## src/rtl/mul_issue_frontend.sv

```systemverilog
// Request front-end for the multiplier datapath/control pair; selects and corrects the product half.
// Latency: accept -> dp_start next cycle; rsp_valid two cycles after dp_done (zero operand: 1 cycle, cache hit: 2 cycles).
// Backpressure: req_ready only in IDLE; the response is held until rsp_ready; a single request is in flight.
//
// Ports: clk/rst_n (synchronous, active-low); req_* request channel {op, rs1, rs2, tag};
//        dp_* operands/usigned/start to the datapath, dp_done/dp_product back; rsp_* response channel.
// Optional feature: define MUL_REUSE_EN for a 1-entry product cache that skips the datapath on repeats.
module mul_issue_frontend #(
    parameter int PARALLELISM = 32,
    parameter int TAG_W       = 4
) (
    input  logic                       clk,
    input  logic                       rst_n,
    input  logic                       req_valid,
    output logic                       req_ready,
    input  logic [1:0]                 req_op,
    input  logic [PARALLELISM-1:0]     req_rs1,
    input  logic [PARALLELISM-1:0]     req_rs2,
    input  logic [TAG_W-1:0]           req_tag,
    output logic [PARALLELISM-1:0]     dp_multiplier,
    output logic [PARALLELISM-1:0]     dp_multiplicand,
    output logic                       dp_usigned,
    output logic                       dp_start,
    input  logic                       dp_done,
    input  logic [2*PARALLELISM-1:0]   dp_product,
    output logic                       rsp_valid,
    input  logic                       rsp_ready,
    output logic [PARALLELISM-1:0]     rsp_data,
    output logic [TAG_W-1:0]           rsp_tag
);
    localparam int P = PARALLELISM;

    localparam logic [1:0] OP_MUL    = 2'b00;
    localparam logic [1:0] OP_MULHSU = 2'b10;

    typedef enum logic [2:0] {
        S_IDLE,
        S_ISSUE,
        S_WAIT,
        S_FIX,
        S_RESP
    } state_t;

    state_t           state_q;
    logic [1:0]       op_q;
    logic [P-1:0]     rs1_q;
    logic [P-1:0]     rs2_q;
    logic             usigned_q;
    logic             start_q;
    logic [2*P-1:0]   prod_q;
    logic             rsp_valid_q;
    logic [P-1:0]     rsp_data_q;
    logic [P-1:0]     rsp_data_d;
    logic [TAG_W-1:0] rsp_tag_q;

    logic req_zero;
    logic req_usigned;
    logic cache_hit;

    assign req_zero    = (req_rs1 == '0) || (req_rs2 == '0);
    // MULHSU and MULHU both run the datapath unsigned; op[1] marks exactly those two.
    assign req_usigned = req_op[1];

`ifdef MUL_REUSE_EN
    logic           cache_vld_q;
    logic [P-1:0]   cache_rs1_q;
    logic [P-1:0]   cache_rs2_q;
    logic           cache_uns_q;
    logic [2*P-1:0] cache_prod_q;

    assign cache_hit = cache_vld_q && (cache_rs1_q == req_rs1) && (cache_rs2_q == req_rs2)
                       && (cache_uns_q == req_usigned);
`else
    assign cache_hit = 1'b0;
`endif

    // Result selection. MULHSU ran as unsigned x unsigned; a negative rs1 was read as
    // rs1 + 2^P, so the high half carries an extra rs2 that has to be removed.
    always_comb begin
        rsp_data_d = prod_q[2*P-1:P];
        if (op_q == OP_MUL) begin
            rsp_data_d = prod_q[P-1:0];
        end else if (op_q == OP_MULHSU) begin
            rsp_data_d = prod_q[2*P-1:P] - (rs1_q[P-1] ? rs2_q : '0);
        end
    end

    always_ff @(posedge clk) begin
        if (!rst_n) begin
            state_q     <= S_IDLE;
            op_q        <= OP_MUL;
            rs1_q       <= '0;
            rs2_q       <= '0;
            usigned_q   <= 1'b0;
            start_q     <= 1'b0;
            prod_q      <= '0;
            rsp_valid_q <= 1'b0;
            rsp_data_q  <= '0;
            rsp_tag_q   <= '0;
`ifdef MUL_REUSE_EN
            cache_vld_q <= 1'b0;
`endif
        end else begin
            case (state_q)
                S_IDLE: begin
                    if (req_valid) begin
                        op_q      <= req_op;
                        rs1_q     <= req_rs1;
                        rs2_q     <= req_rs2;
                        usigned_q <= req_usigned;
                        rsp_tag_q <= req_tag;
                        if (req_zero) begin
                            rsp_data_q  <= '0;
                            rsp_valid_q <= 1'b1;
                            state_q     <= S_RESP;
                        end else if (cache_hit) begin
`ifdef MUL_REUSE_EN
                            prod_q  <= cache_prod_q;
`endif
                            state_q <= S_FIX;
                        end else begin
                            start_q <= 1'b1;
                            state_q <= S_ISSUE;
                        end
                    end
                end
                S_ISSUE: begin
                    start_q <= 1'b0;
                    state_q <= S_WAIT;
                end
                S_WAIT: begin
                    if (dp_done) begin
                        prod_q  <= dp_product;
                        state_q <= S_FIX;
                    end
                end
                S_FIX: begin
                    rsp_data_q  <= rsp_data_d;
                    rsp_valid_q <= 1'b1;
                    state_q     <= S_RESP;
`ifdef MUL_REUSE_EN
                    cache_vld_q  <= 1'b1;
                    cache_rs1_q  <= rs1_q;
                    cache_rs2_q  <= rs2_q;
                    cache_uns_q  <= usigned_q;
                    cache_prod_q <= prod_q;
`endif
                end
                S_RESP: begin
                    if (rsp_ready) begin
                        rsp_valid_q <= 1'b0;
                        state_q     <= S_IDLE;
                    end
                end
                default: state_q <= S_IDLE;
            endcase
        end
    end

    assign req_ready       = (state_q == S_IDLE);
    assign dp_multiplier   = rs1_q;
    assign dp_multiplicand = rs2_q;
    assign dp_usigned      = usigned_q;
    assign dp_start        = start_q;
    assign rsp_valid       = rsp_valid_q;
    assign rsp_data        = rsp_data_q;
    assign rsp_tag         = rsp_tag_q;

endmodule

```

## config.mk

```make
export PLATFORM = sky130hd
export DESIGN_NAME = mul_issue_frontend
export DESIGN_NICKNAME = d
export VERILOG_FILES = /design/src/rtl/mul_issue_frontend.sv
export SDC_FILE = /design/constraint.sdc
export NUM_CORES = 1
export LEC_CHECK = 0
export CAP_MARGIN = 20
export CORE_ASPECT_RATIO = 0.75
export CORE_MARGIN = 10
export CORE_UTILIZATION = 44
export DETAILED_ROUTE_END_ITERATION = 6
export GPL_TIMING_DRIVEN = 0
export PLACE_DENSITY = 0.82
export SYNTH_ARGS = -nofsm -noshare
export SYNTH_HDL_FRONTEND = slang
export SYNTH_SLANG_ARGS = --single-unit
export TNS_END_PERCENT = 20
```

## constraint.sdc

```tcl
create_clock -name clk -period 3.1 [get_ports clk]
set_input_delay 0.62 -clock clk [delete_from_list [all_inputs] [get_ports clk]]
set_output_delay 0.62 -clock clk [all_outputs]
set_load 0.01 [all_outputs]
```

Word level (Yosys, flattened, before mapping)
Cells that the tools add are included.
Storage, ports and cells
  logic and storage cells: 53
  memory bits (read-only): 0
  latch bits: 0
  RAM bits: 0
  output and inout port bits: 104
  flip-flop bits (word level): 172
  memories: 0
Operators by class
  $lt $le $gt $ge: 0
  muxes and demuxes: 18
  shifts and indexed selects: 0
  bitwise gates (word level): 0
  $mul: 0
  equal/unequal tests: 10
  reductions and logical operators: 14
  $add $sub $neg: 1
  div/mod/pow operators: 0
Operator list (number)
  2-to-1 mux 32 bit: 5
  logical NOT 32 bit: 2
  one-hot mux 32 bit (2 select lines): 1
  subtractor 32 bit: 1
  one-hot mux 3 bit (5 select lines): 1
  2-to-1 mux 3 bit: 4
  AND reduction 3 bit: 3
  inequality test 2 bit, second input constant: 4
  == test 3 x 2 -> 1 bit, second input constant: 2
  2-to-1 mux 1 bit: 5
  AND reduction 2 bit: 2
  AND reduction 4 bit: 1
  nonzero test 2 bit: 2
  == test 3 x 1 -> 1 bit, second input constant: 1
  == test 3 bit, second input constant: 1
  logical NOT 3 bit: 1
  one-hot mux 1 bit (3 select lines): 1
  nonzero test 3 bit: 1
  == test 2 bit, second input constant: 1
  logical NOT 2 bit: 1
  inequality test 2 x 1 -> 1 bit, second input constant: 1
  one-hot mux 1 bit (2 select lines): 1
  logical OR 1 bit: 1

Depth between registers and ports, before layout
  word-level depth: 5
  gate-level depth with buffers: 13
  depth with buffers taken out: 11

Worst setup path after synthesis
OpenSTA, ideal clock, no wires.
  path kind: register to register
  start: reg rs1_q[31] (netlist: dp_multiplier[31])
  end: reg rsp_data_q[28] (netlist: rsp_data[28])
  stages on the path, launching flop included: 14
  path slack: 0.187 ns
  data required time: 2.974 ns
  buffers on the path: 2
  data arrival time: 2.787 ns
  cells stage by stage: dfxtp_1 > clkbuf_1 > clkbuf_1 > nand2_1 > inv_1 > fa_1 > nand3b_1 > a2111oi_4 > o311ai_4 > a21oi_4 > o211ai_1 > a31o_1 > a211oi_2 > a211oi_1
Between the ends
  longest elaborated chain between the ends: 5
RTL lines
  start, declared: line 46  | logic [P-1:0] rs1_q;
  start signal, assigned: line 108  | rs1_q <= req_rs1;
  2-to-1 mux 32 bit: line 84  | rsp_data_d = prod_q[2*P-1:P] - (rs1_q[P-1] ? rs2_q : '0);
  subtractor 32 bit: line 84
  2-to-1 mux 32 bit: line 83  | end else if (op_q == OP_MULHSU) begin
  2-to-1 mux 32 bit: line 81  | if (op_q == OP_MUL) begin
  one-hot mux 32 bit (2 select lines): line 104  | case (state_q)
  end signal, assigned: line 138  | rsp_data_q <= rsp_data_d;
  end, declared: line 52  | logic [P-1:0] rsp_data_q;
Every way passes these cells.
A chain may end at the register's enable or synchronous reset.

Final worst setup path
  start: reg rs1_q[31] (netlist: dp_multiplier[31])
  end: reg rsp_data_q[30] (netlist: rsp_data[30])
The elaborated chain is that of the path after synthesis.

==> impl_metrics.tcl <==
set metrics [dict create \
    cts_buffer_depth 2 \
    cellInternalPower_w 0.00422 \
    busiest_layer "met2" \
    cp_top_family "compound AO/OA/AOI/OAI gates" \
    crit_slowest_cell "o311ai_4" \
    placed_area_sq_um 11700 \
    core-area_sq_um 20200 \
    grt_pass1_wl_mm 50.4 \
    maxSlewViolCount 0 \
    cp.arrival_ns 3.36 \
    fin_area_sq_um 12400 \
    final-setup-viol-count 0 \
    place_congestion 0.925 \
    avgSynthCellArea_sq_um 7.79 \
    dpl.hpwl_mm 26.4 \
    nets 1597 \
    critPathBufInv 2 \
    regToRegSetupSlack_ns 0.06 \
    firstDrtPassIters 5 \
    status "complete, no violations" \
    synth.area.top_cells "dfxtp_1, nand2_1, a21boi_0" \
    grt_use_met2_pct 36.9 \
    ys_ff_latch 171 \
    initial_utilization_pct 44.5 \
    hold_viol 0 \
    grtUsageMet1_pct 31.7 \
    p_seq_share_pct 38.3 \
    grt_max_degree 19 \
    rows 45 \
    p_clk_share_pct 33.2 \
    synth_area_leader_cell "dfxtp_1" \
    finalPower_w 0.00631 \
    io_buffer_count 242 \
    cts_tree "yes" \
    use_met3_pct 9.18 \
    numPlacedInstances 1652 \
    avgViaCountPerCell 5.52 \
    num_vias 9322 \
    slew_headroom_pct 40.7 \
    vdd_drop_max_v 0.000330 \
    antenna_found_initial 3 \
    io_pins 243 \
    p_leak_nw 4.52 \
    final_util_pct 61.7 \
    swShare_pct 33.1 \
    fin_crit_ns 3.04 \
    clock_skew_ns 0.00943 \
    synth_cell_types 62 \
    yosysTopAreaCellShare_pct 38.2 \
    numCtsBuffers 17 \
    syn-num-nets 1330 \
    hold_buffers 0 \
    nFillCells 1811 \
    synth.most_common_cell "nand2_1" \
    synth_edf_count 0 \
    power_per_cell_area_nw_per_um2 508 \
    startpoint_type "flip-flop" \
    htree_levels 4 \
    yosys_warnings 0 \
    cp_cell_sequence "buf_6, nand2_1, ha_1, a21o_1, nor3b_2, o311ai_4, a21oi_4, buf_4, a2111o_1, nand2_1, mux2i_1, o21ai_1" \
    synth_commonest_cells "nand2_1, dfxtp_1, a21boi_0" \
    yosys_most_used_dff "dfxtp_1" \
    clkTransAtPathRegs_ns 0.07 \
    crit_top_cell "nand2_1" \
    drt-total-wl_mm 33.3 \
    routedWlPerCell_microns 19.7 \
    worstMarginPinSlew_ns 0.890 \
    rsz0062_at_grt "yes" \
    cp_max_fo 10 \
    required_ns 3.42 \
    power_switching_w 0.00209 \
    die_w_microns 185 \
    drive_gt1_share_pct 4.96 \
    cts_root_buffer "clkbuf_16" \
    crit_path_max_incr_delay_ns 0.43 \
    area_growth_pct 38.7 \
    die_area_sq_um 26500 \
    synth-seq-area-share_pct 38.2 \
    fp.dieH_microns 144 \
    grt-ovfl-total 0 \
    syn-cell-area_sq_um 8970 \
    drv_cap 0 \
    grt_usage_pct 24.4 \
    synthArstFlopShare_pct 0 \
    ant_nets 0 \
    clock_sinks 171 \
    pwr-share-comb_pct 28.5 \
    syn_inst 1151 \
    fin_crit_sh_pct 98.1 \
    hold_path_class "flip-flop to flip-flop" \
    grt_pass1_vias 9150 \
    end_kind "flip-flop" \
    clk_latency_ns 0.44 \
    final_cells 1690 \
    post-route-drc-count 0 \
    crit_type "flip-flop to flip-flop" \
    drt_iter0_drc 759 \
    fmax_mhz 329 \
]
[power groups by stage]
| stage | registers [W] | logic, W | clock network, W |
|---|---|---|---|
| global route | 0.00243 | 0.00194 | 0.00221 |
| finish | 0.00242 | 0.00180 | 0.00210 |
| detailed placement | 0.00246 | 0.00169 | 0 |
| global placement | 0.00246 | 0.00167 | 0 |
| floorplan | 0.00247 | 0.000973 | 0 |
| CTS | 0.00241 | 0.00172 | 0.00211 |
[path summary, 6_finish.rpt]
path	to	depth (start not counted)	startpoint
hold reg to reg	rsp_valid$_SDFFE_PN0P_	2	rsp_valid$_SDFFE_PN0P_
hold / removal	rsp_valid$_SDFFE_PN0P_	2	rsp_valid$_SDFFE_PN0P_
setup / recovery	rsp_data[30]$_SDFFE_PN0P_	12	dp_multiplier[31]$_SDFFE_PN0P_
setup reg to reg	rsp_data[30]$_SDFFE_PN0P_	12	dp_multiplier[31]$_SDFFE_PN0P_
[layout make-up]
class | instances | area, sq um | area share (%)
Antenna cell | 1 | 2.50 | 0.0201
Buffer | 73 | 308 | 2.48
Clock buffer | 17 | 425 | 3.42
Clock inverter | 15 | 153 | 1.23
Inverter | 11 | 41.3 | 0.332
Multi-Input combinational cell | 895 | 5270 | 42.4
Sequential cell | 171 | 3430 | 27.6
Tap cell | 258 | 323 | 2.60
Timing Repair Buffer | 249 | 2480 | 19.9
[stage by stage]
stage          hold slack, ns  setup WS [ns]  TNS, ns
2_1_floorplan           0.439          0.187        0
3_3_place_gp            0.433         -0.455   -20.61
3_5_place_dp            0.440         -0.451    -8.32
4_1_cts                 0.450        0.00273        0
5_1_grt                 0.486        -0.0318  -0.0993
6_report                0.451         0.0595        0
[kinds of logic after synthesis]
family	after synthesis	synth area share, %
compound gates	324	25.4
xor+xnor	25	2.44
fa+ha+maj	40	5.67
buf+inv	85	3.63
flops	171	38.2
mux	15	1.67
simple gates	491	23.0
[cells in the final DEF, fill, tap and decap left out, drive strengths merged, types with 3 or more instances in the layout]
cell and count:
nand2 365, clkdlybuf4s50 242, dfxtp 171, a21boi 134
clkbuf 81, a21oi 58, o21ai 50, ha 39
nor2 35, inv 18, nor2b 17, nor4 16
buf 16, mux2i 15, xnor2 14, a22oi 12
xor2 11, a21o 10, nand4 10, nor3 10
nand3 9, and3 9, a22o 9, a211oi 8
and2 7, clkinv 6, nand2b 5, o21a 5
o211ai 4, or3 4, a41oi 4, a211o 3
a221oi 3, a32oi 3, a31oi 3
[repair_timing]
action,in CTS,in global routing
setup buffers,2,4
gates cloned,0,0
pin swaps,3,8
endpoints found under the setup margin,23,9
gates resized for setup,9,15
[registers in the layout (all words and copies together), names as in the netlist]
register         count
dp_multiplicand     32
dp_multiplier       32
dp_start             1
dp_usigned           1
op_q                 1
prod_q              64
rsp_data            32
rsp_tag              4
rsp_valid            1
state_q              3
[worst min-delay path, delay by kind of cell, from the launching register on]
family	cells	cell delay (ns)
buffers and inverters	1	0.05
AO/OA/AOI/OAI	1	0.05
flip-flops	1	0.31
[metal layers]
metal	share of wire (%)	wire length, microns
met1	43	14300
met5	0.063	21
met4	1.8	609
met2	43	14300
met3	12	4080
No activity file was read; power rests on OpenSTA's default activity.
